File: src/rtl/alu.sv
// 64-bit registered ALU: ADD/SUB through one ripple chain of full-adder cells,
// AND/XOR through per-bit gate arrays, with OF/SF/ZF condition codes.

module full_adder (
    input  logic a,
    input  logic b,
    input  logic cin,
    output logic sum,
    output logic cout
);
    assign sum  = a ^ b ^ cin;
    assign cout = (a & b) | (cin & (a ^ b));
endmodule

module alu (
    input  logic [63:0] ALUA,
    input  logic [63:0] ALUB,
    input  logic [1:0]  ALUfun,
    output logic [63:0] valE,
    output logic [2:0]  CC,
    input  logic        clk,
    input  logic        rst
);
    typedef enum logic [1:0] {
        OP_ADD = 2'b00,
        OP_SUB = 2'b01,
        OP_AND = 2'b10,
        OP_XOR = 2'b11
    } op_e;

    op_e         op;
    logic        is_sub;
    logic [63:0] b_eff;
    logic [63:0] sum;
    logic [63:0] carry;
    logic        carry_unused;
    logic [63:0] and_res;
    logic [63:0] xor_res;
    logic [63:0] result;
    logic        of_flag;
    logic        sf_flag;
    logic        zf_flag;

    assign op     = op_e'(ALUfun);
    assign is_sub = (op == OP_SUB);

    // Subtraction reuses the adder: invert B and inject the +1 as carry-in.
    assign b_eff    = is_sub ? ~ALUB : ALUB;
    assign carry[0] = is_sub;

    for (genvar i = 0; i < 64; i++) begin : g_bits
        if (i < 63) begin : g_fa
            full_adder u_fa (
                .a    (ALUA[i]),
                .b    (b_eff[i]),
                .cin  (carry[i]),
                .sum  (sum[i]),
                .cout (carry[i+1])
            );
        end else begin : g_fa_msb
            full_adder u_fa (
                .a    (ALUA[i]),
                .b    (b_eff[i]),
                .cin  (carry[i]),
                .sum  (sum[i]),
                .cout (carry_unused)
            );
        end
        assign and_res[i] = ALUA[i] & ALUB[i];
        assign xor_res[i] = ALUA[i] ^ ALUB[i];
    end

    always_comb begin
        result  = sum;
        of_flag = 1'b0;
        unique case (op)
            OP_ADD, OP_SUB: begin
                result  = sum;
                // Operands of matching sign (after B inversion) yielding a sign flip.
                of_flag = (ALUA[63] == b_eff[63]) && (sum[63] != ALUA[63]);
            end
            OP_AND: result = and_res;
            OP_XOR: result = xor_res;
            default: result = sum;
        endcase
    end

    assign sf_flag = result[63];
    assign zf_flag = (result == 64'd0);

    always_ff @(posedge clk or posedge rst) begin
        if (rst) begin
            valE <= 64'd0;
            CC   <= 3'b000;
        end else begin
            valE <= result;
            CC   <= {zf_flag, sf_flag, of_flag};
        end
    end
endmodule

File: config.mk
export PLATFORM = sky130hd
export DESIGN_NAME = alu
export DESIGN_NICKNAME = d
export VERILOG_FILES = /design/src/rtl/alu.sv
export SDC_FILE = /design/constraint.sdc
export NUM_CORES = 1
export LEC_CHECK = 0
export CAP_MARGIN = 5
export CORE_MARGIN = 5
export CORE_UTILIZATION = 42
export DETAILED_ROUTE_END_ITERATION = 7
export GPL_TIMING_DRIVEN = 1
export MAX_ROUTING_LAYER = met4
export PLACE_DENSITY = 0.78
export SYNTH_ARGS = -nofsm -noshare
export SYNTH_HDL_FRONTEND = slang
export SYNTH_HIERARCHICAL = 1
export SYNTH_SLANG_ARGS = --single-unit
export TNS_END_PERCENT = 1
File: constraint.sdc
create_clock -name clk -period 2.2 [get_ports clk]
set_input_delay 0.44 -clock clk [delete_from_list [all_inputs] [get_ports clk]]
set_output_delay 0.44 -clock clk [all_outputs]
set_load 0.005 [all_outputs]
==> impl_metrics.csv, run 1 <==
group,metric,value,unit
outcome,status,"complete, but fails checks",
outcome,violations,"setup timing",
timing,finalSetupViolations,63,
cells_and_area,area_delta_synth_final,53.8,%
synthesis,yosysWarnings,6,
cells_and_area,stdcell_count,933,
drt,route.vias.total,4732,
drt,detail-route-antenna-nets,0,
cts,htreeDepth,3,
synthesis,synthTopCellsByArea,"dfrtp_1 (28%), fa_1 (22%), ha_1 (14%)",
global_routing,grt_start_max_net_pins,69,
drt,wire_per_inst,17.6,um
worst_setup_path,endpoint_kind,"register",
placement,post-dp-hpwl,13.0,mm
worst_setup_path,critPathArrivalTime,24420,ps
die,die_y,128,um
placement,gp_congestion,0.846,
flow_run,maxCapViolCount,0,
power_and_ir_drop,max-vdd-ir-drop,0.000354,V
timing,hold_viol_final,0,
global_routing,grt_antenna_before_repair,2,
drt,wl,16.4,mm
timing,worst_pin_slew,928,ps
power_and_ir_drop,power_switching,1.61,mW
die,start_util,42.5,%
worst_setup_path,cp.required,2420,ps
cts,cts_buffers,9,
min_path,hp-class,"in -> async",
die,core-area,13700,um2
timing,fin_crit,24200,ps
cells_and_area,post-route-cell-area,8970,um2
placement,dp_cells,916,
worst_setup_path,cp_max_fo,3,
worst_setup_path,path_class,"in -> reg",
placement,io_buffers,198,
cts,clk_pin_slew,50,ps
cells_and_area,fill_cells,1057,
drt,viasPerCell,5.07,
cts,root_buffer,"clkbuf_16",
power_and_ir_drop,p_comb_share,45.1,%
power_and_ir_drop,power_density,575,nW/um2
cts,cts_buffer_depth,2,
cells_and_area,mostFrequentLayoutCells,"clkdlybuf4s50_1 (194), dfrtp_1 (66), mux2i_1 (64), ha_1 (64)",
global_routing,grt_pass1_vias,5358,
synthesis,synth-seq-cells,66,
drt,first_iter_violations,192,
drt,firstDrtPassIters,4,
die,die_w,128,um
cells_and_area,final_common_cell,"clkdlybuf4s50_1",
cells_and_area,final_nets,1007,
timing,post-route-period-util,1100,%
power_and_ir_drop,switching_share,31.2,%
timing,drv_slew,0,
synthesis,synth_top_area_share,28.3,%
cts,holdBufCountCts,0,
cts,cts.sinks,66,
worst_setup_path,slowest_delay,460,ps
worst_setup_path,cp_common_cell,"fa_2",
synthesis,synth_nets,766,
synthesis,syn_area,5830,um2
timing,finalWorstSetupSlack,-22000,ps
die,pin_count,199,
timing,tns,-709200,ps
synthesis,ys_seq_area_share,28.3,%
cts,cts_tree,"yes",
global_routing,grt.overflow.total,0,
synthesis,avgSynthCellArea,11.5,um2
synthesis,syn_inst,506,
power_and_ir_drop,p_seq_share,29.3,%
global_routing,grt_pass1_wl,26.5,mm
synthesis,ys_types,17,
power_and_ir_drop,clkPwrFrac,25.6,%
timing,rsz0062_at_grt,"yes",
power_and_ir_drop,leakage,3.71,nW
cells_and_area,drive_above_1_share,25.8,%
die,die_area,16300,um2
global_routing,grt_use_total,21.1,%
synthesis,synth_top_cell_by_area,"dfrtp_1",
timing,holdWs,518,ps
placement,placed_area,8500,um2
drt,drc,0,
worst_setup_path,cpMaxStageDelayCell,"fa_1",
timing,max_freq,41.3,MHz
power_and_ir_drop,p_int,3.55,mW
die,rows,43,
timing,maxSlewHeadroom,38.2,%
worst_setup_path,start_kind,"input port",
==> layout make-up <==
class	instances	area [um2]	share of cell area [%]
well taps	180	225	2.51
clock buffers	12	256	2.86
flip-flops and latches	66	1650	18.4
inverters	2	7.51	0.0837
multi-input cells	409	4350	48.5
clock inverters	3	15.0	0.167
repair buffers	259	2460	27.4
diodes	2	5.00	0.0558
==> logic make-up (layout without fill, tap and decap cells) <==
logic type                 after synthesis  in the layout  synth area share (%)
DFF                                     66             66                  28.3
buffers and inverters                   31            276                  3.00
other                                    0              2                     0
and+or+nand+nor                         88             88                  6.76
muxes                                   64             64                  11.0
xor gates and xnor gates                64             64                  9.62
adders and majority gates              128            128                  35.7
AOI/OAI and AO/OA                       65             65                  5.58
==> per-stage QoR <==
stage / util (%) / power (mW) / setup WS [ps]
2_1_floorplan: - / 2.54 / -21350
3_3_place_gp: 61.9 / 3.64 / -22080
3_5_place_dp: 61.9 / 3.73 / -22360
4_1_cts: 64.6 / 5.13 / -21990
5_1_grt: 65.4 / 5.50 / -22530
6_report: 65.4 / 5.15 / -22000
==> Yosys cell counts <==
cell and number:
a21oi_1 65, buf_2 20, buf_4 3, buf_6 3, clkbuf_1 3, dfrtp_1 66, fa_1 64, ha_1 64
inv_1 2, mux2i_1 64, nand2b_1 1, nand3b_1 1, nand4_1 4, nor2_1 64, nor4_1 17, or3b_1 1
xnor2_1 64
==> worst max-delay path: cells and delay by family <==
family | cells | cell delay [ps]
fa+ha+maj | 64 | 22700
xor+xnor | 1 | 150
simple gates | 5 | 930
buf+inv | 1 | 90
compound gates | 1 | 50
==> timing repair <==
action                     4_1_cts  5_1_grt
gates resized for setup         27       30
pin swaps                        1        4
setup buffers                    0        0
setup endpoints to repair       64       64
==> power groups by stage <==
stage,registers (mW),logic [mW],clock network [mW]
6_report,1.51,2.33,1.32
5_1_grt,1.53,2.56,1.41
4_1_cts,1.51,2.27,1.35
3_5_place_dp,1.53,2.21,0
3_3_place_gp,1.53,2.11,0
2_1_floorplan,1.54,1.00,0
==> final timing paths <==
kind / from / endpoint / slack [ps] / cells past startpoint
max: ALUfun[1] / CC[2] / -22000 / 72
max in group asynchronous: rst / valE[37] / 1390 / 3
min: rst / valE[47] / 520 / 3
min in group clk: ALUfun[1] / CC[0] / 770 / 3
==> sequential cells by signal, indices dropped and copies added (netlist names) <==
signal and flops:
CC 3, valE 63
==> per-layer routing <==
metal	track usage (%)	up-vias	share of wire, %
met1	25.5	2313	40
li1	-	2226	-
met3	4.75	36	6.4
met4	8.30	0	3.3
met2	34.6	157	50
met5	-	-	0
No activity file was read; power rests on OpenSTA's default activity.
==> run 2, diff against run 1 <==
Settings changed: REMOVE_ABC_BUFFERS set to 1, TNS_END_PERCENT 1 to 20.
==> run 2 against run 1 <==
Compared with the run above: via count is essentially flat; total power grew 2.4%; critical path depth is the same; maximum frequency grew 0.19%; first-iteration DRC count shrank 2.1%; sequential power is essentially flat; core utilization is essentially flat; critical path type unchanged; the run still ends with setup timing left; combinational power is essentially flat; non-clock buffer count grew 1; global-route usage grew 0.41 points; count of clock-buffer cells in the layout shrank 2.
==> impl_metrics.csv, run 2 (synthesis results as in run 1) <==
group,metric,value,unit
global_routing,grt_start_max_net_pins,74,
cts,holdBufCountCts,0,
drt,detail-route-antenna-nets,0,
cts,cts_tree,"yes",
outcome,status,"complete, but fails checks",
outcome,violations,"setup timing",
cells_and_area,largestRegisters,"valE: 63 flops, CC: 3 flops",
timing,finalWorstSetupSlack,-21950,ps
timing,rsz0062_at_grt,"yes",
worst_setup_path,cp_common_cell,"fa_2",
cells_and_area,final_nets,1008,
drt,wl,16.8,mm
global_routing,grt.overflow.total,0,
power_and_ir_drop,switching_share,31.5,%
cts,cts.sinks,66,
timing,post-route-period-util,1100,%
cts,root_buffer,"clkbuf_16",
placement,io_buffers,198,
worst_setup_path,critPathArrivalTime,24390,ps
cells_and_area,num_antenna_cells,0,
drt,firstDrtPassIters,4,
worst_setup_path,cp.required,2440,ps
timing,fin_crit,24150,ps
drt,wire_per_inst,18.1,um
power_and_ir_drop,total_power,5.28,mW
drt,route.vias.total,4734,
min_path,hp-class,"in -> async",
global_routing,grt_pass1_vias,5344,
power_and_ir_drop,p_comb_share,44.2,%
die,die_area,16300,um2
cts,cts_buffers,9,
cts,cts_buffer_depth,2,
cells_and_area,drive_above_1_share,25.2,%
worst_setup_path,cpMaxStageDelayCell,"fa_1",
drt,first_iter_violations,188,
power_and_ir_drop,leakage,3.70,nW
power_and_ir_drop,p_int,3.62,mW
die,core-area,13700,um2
cells_and_area,final_common_cell,"clkdlybuf4s50_1",
power_and_ir_drop,max-vdd-ir-drop,0.000373,V
worst_setup_path,endpoint_kind,"register",
cells_and_area,finish.utilization,65.4,%
die,die_y,128,um
die,die_w,128,um
global_routing,grt_use_total,21.5,%
cts,clk_pin_slew,60,ps
global_routing,grt_pass1_wl,26.7,mm
power_and_ir_drop,p_seq_share,28.6,%
die,rows,43,
timing,hold_viol_final,0,
worst_setup_path,crit_start,"ALUfun[1]",
die,pin_count,199,
worst_setup_path,cp_max_fo,3,
placement,gp_congestion,0.834,
timing,max_freq,41.4,MHz
cells_and_area,mostFrequentLayoutCells,"clkdlybuf4s50_1 (194), dfrtp_1 (66), mux2i_1 (64), ha_1 (64)",
cells_and_area,area_delta_synth_final,53.9,%
timing,maxSlewHeadroom,22.2,%
timing,worst_pin_slew,1170,ps
worst_setup_path,path_class,"in -> reg",
cts,htreeDepth,3,
cells_and_area,regMostFlops,"valE",
power_and_ir_drop,power_density,588,nW/um2
cells_and_area,largest_reg_flops,63,
drt,viasPerCell,5.07,
timing,finalSetupViolations,64,
die,start_util,42.5,%
drt,drc,0,
worst_setup_path,start_kind,"input port",
placement,dp_slack,-25350,ps
flow_run,maxCapViolCount,0,
global_routing,grt_antenna_before_repair,0,
power_and_ir_drop,power_switching,1.66,mW
worst_setup_path,slowest_delay,450,ps
cts,cts_setup_buffers,0,
power_and_ir_drop,clkPwrFrac,27.2,%
timing,drv_slew,0,
placement,post-dp-hpwl,13.1,mm
## run 2: changes by cell type in the layout (fill, tap and decap cells not counted), moves of 2 or more
cell            previous run  this run
nor2_1                    47        53
nor2_2                    17        11
buf_4                     60        62
clkbuf_8                   2         0
clkinv_2                   3         1
clkinv_4                   0         2
clkinvlp_4                 0         2
diode_2                    2         0
dlygate4sd2_1              0         2
dlymetal6s2s_1             2         0
## run 2: stage by stage
stage	hold slack (ps)	instance area, um2	cells	setup TNS, ps
after detailed placement	881	8350	917	-841710
after global placement	861	8350	917	-829200
after CTS	530	8910	933	-715320
after global routing	562	8970	933	-727720
final	521	8970	933	-712700
after floorplan	503	5660	477	-914680
## run 2: routing by layer
| layer | share of wire, % | GRT usage (%) | vias up |
|---|---|---|---|
| li1 | - | - | 2232 |
| met4 | 2.0 | 6.43 | 0 |
| met1 | 40 | 24.9 | 2328 |
| met3 | 5.8 | 4.21 | 23 |
| met2 | 53 | 37.9 | 151 |
| met5 | 0 | - | - |
## run 2: final cells by class
cell class,count,area (um2)
inverter,2,7.51
timing repair buffer,260,2460
sequential,66,1650
tap,180,225
clock buffer,10,229
multi-input combinational,409,4330
fill,1065,4750
clock inverter,6,67.6
## run 2: worst max path at each step
stage	end	cells past startpoint	slack, ps
2_1_floorplan	CC[2]	71	-25810
3_3_place_gp	CC[2]	71	-24860
3_5_place_dp	CC[2]	71	-25350
4_1_cts	CC[2]	72	-22200
5_1_grt	CC[2]	72	-22470
6_report	CC[2]	72	-21950
## run 2: critical path, delay by kind of cell
kind / cells / cell delay (ps)
AND/OR/NAND/NOR: 5 / 820
adder cells (fa/ha/maj): 64 / 22800
XOR/XNOR: 1 / 160
buffers and inverters: 1 / 90
AO/OA/AOI/OAI: 1 / 70
## run 2: power by group through the flow
stage               clock, mW  combinational, mW  sequential [mW]
CTS                      1.47               2.30             1.51
detailed placement          0               2.15             1.53
finish                   1.44               2.33             1.51
global placement            0               2.07             1.53
global route             1.50               2.58             1.53
floorplan                   0              0.883             1.54
## run 2: what timing repair did
item                       4_1_cts  5_1_grt
gates resized for setup         97       15
cloned                           0        0
setup endpoints to repair       64       64
pin swaps                        6        5
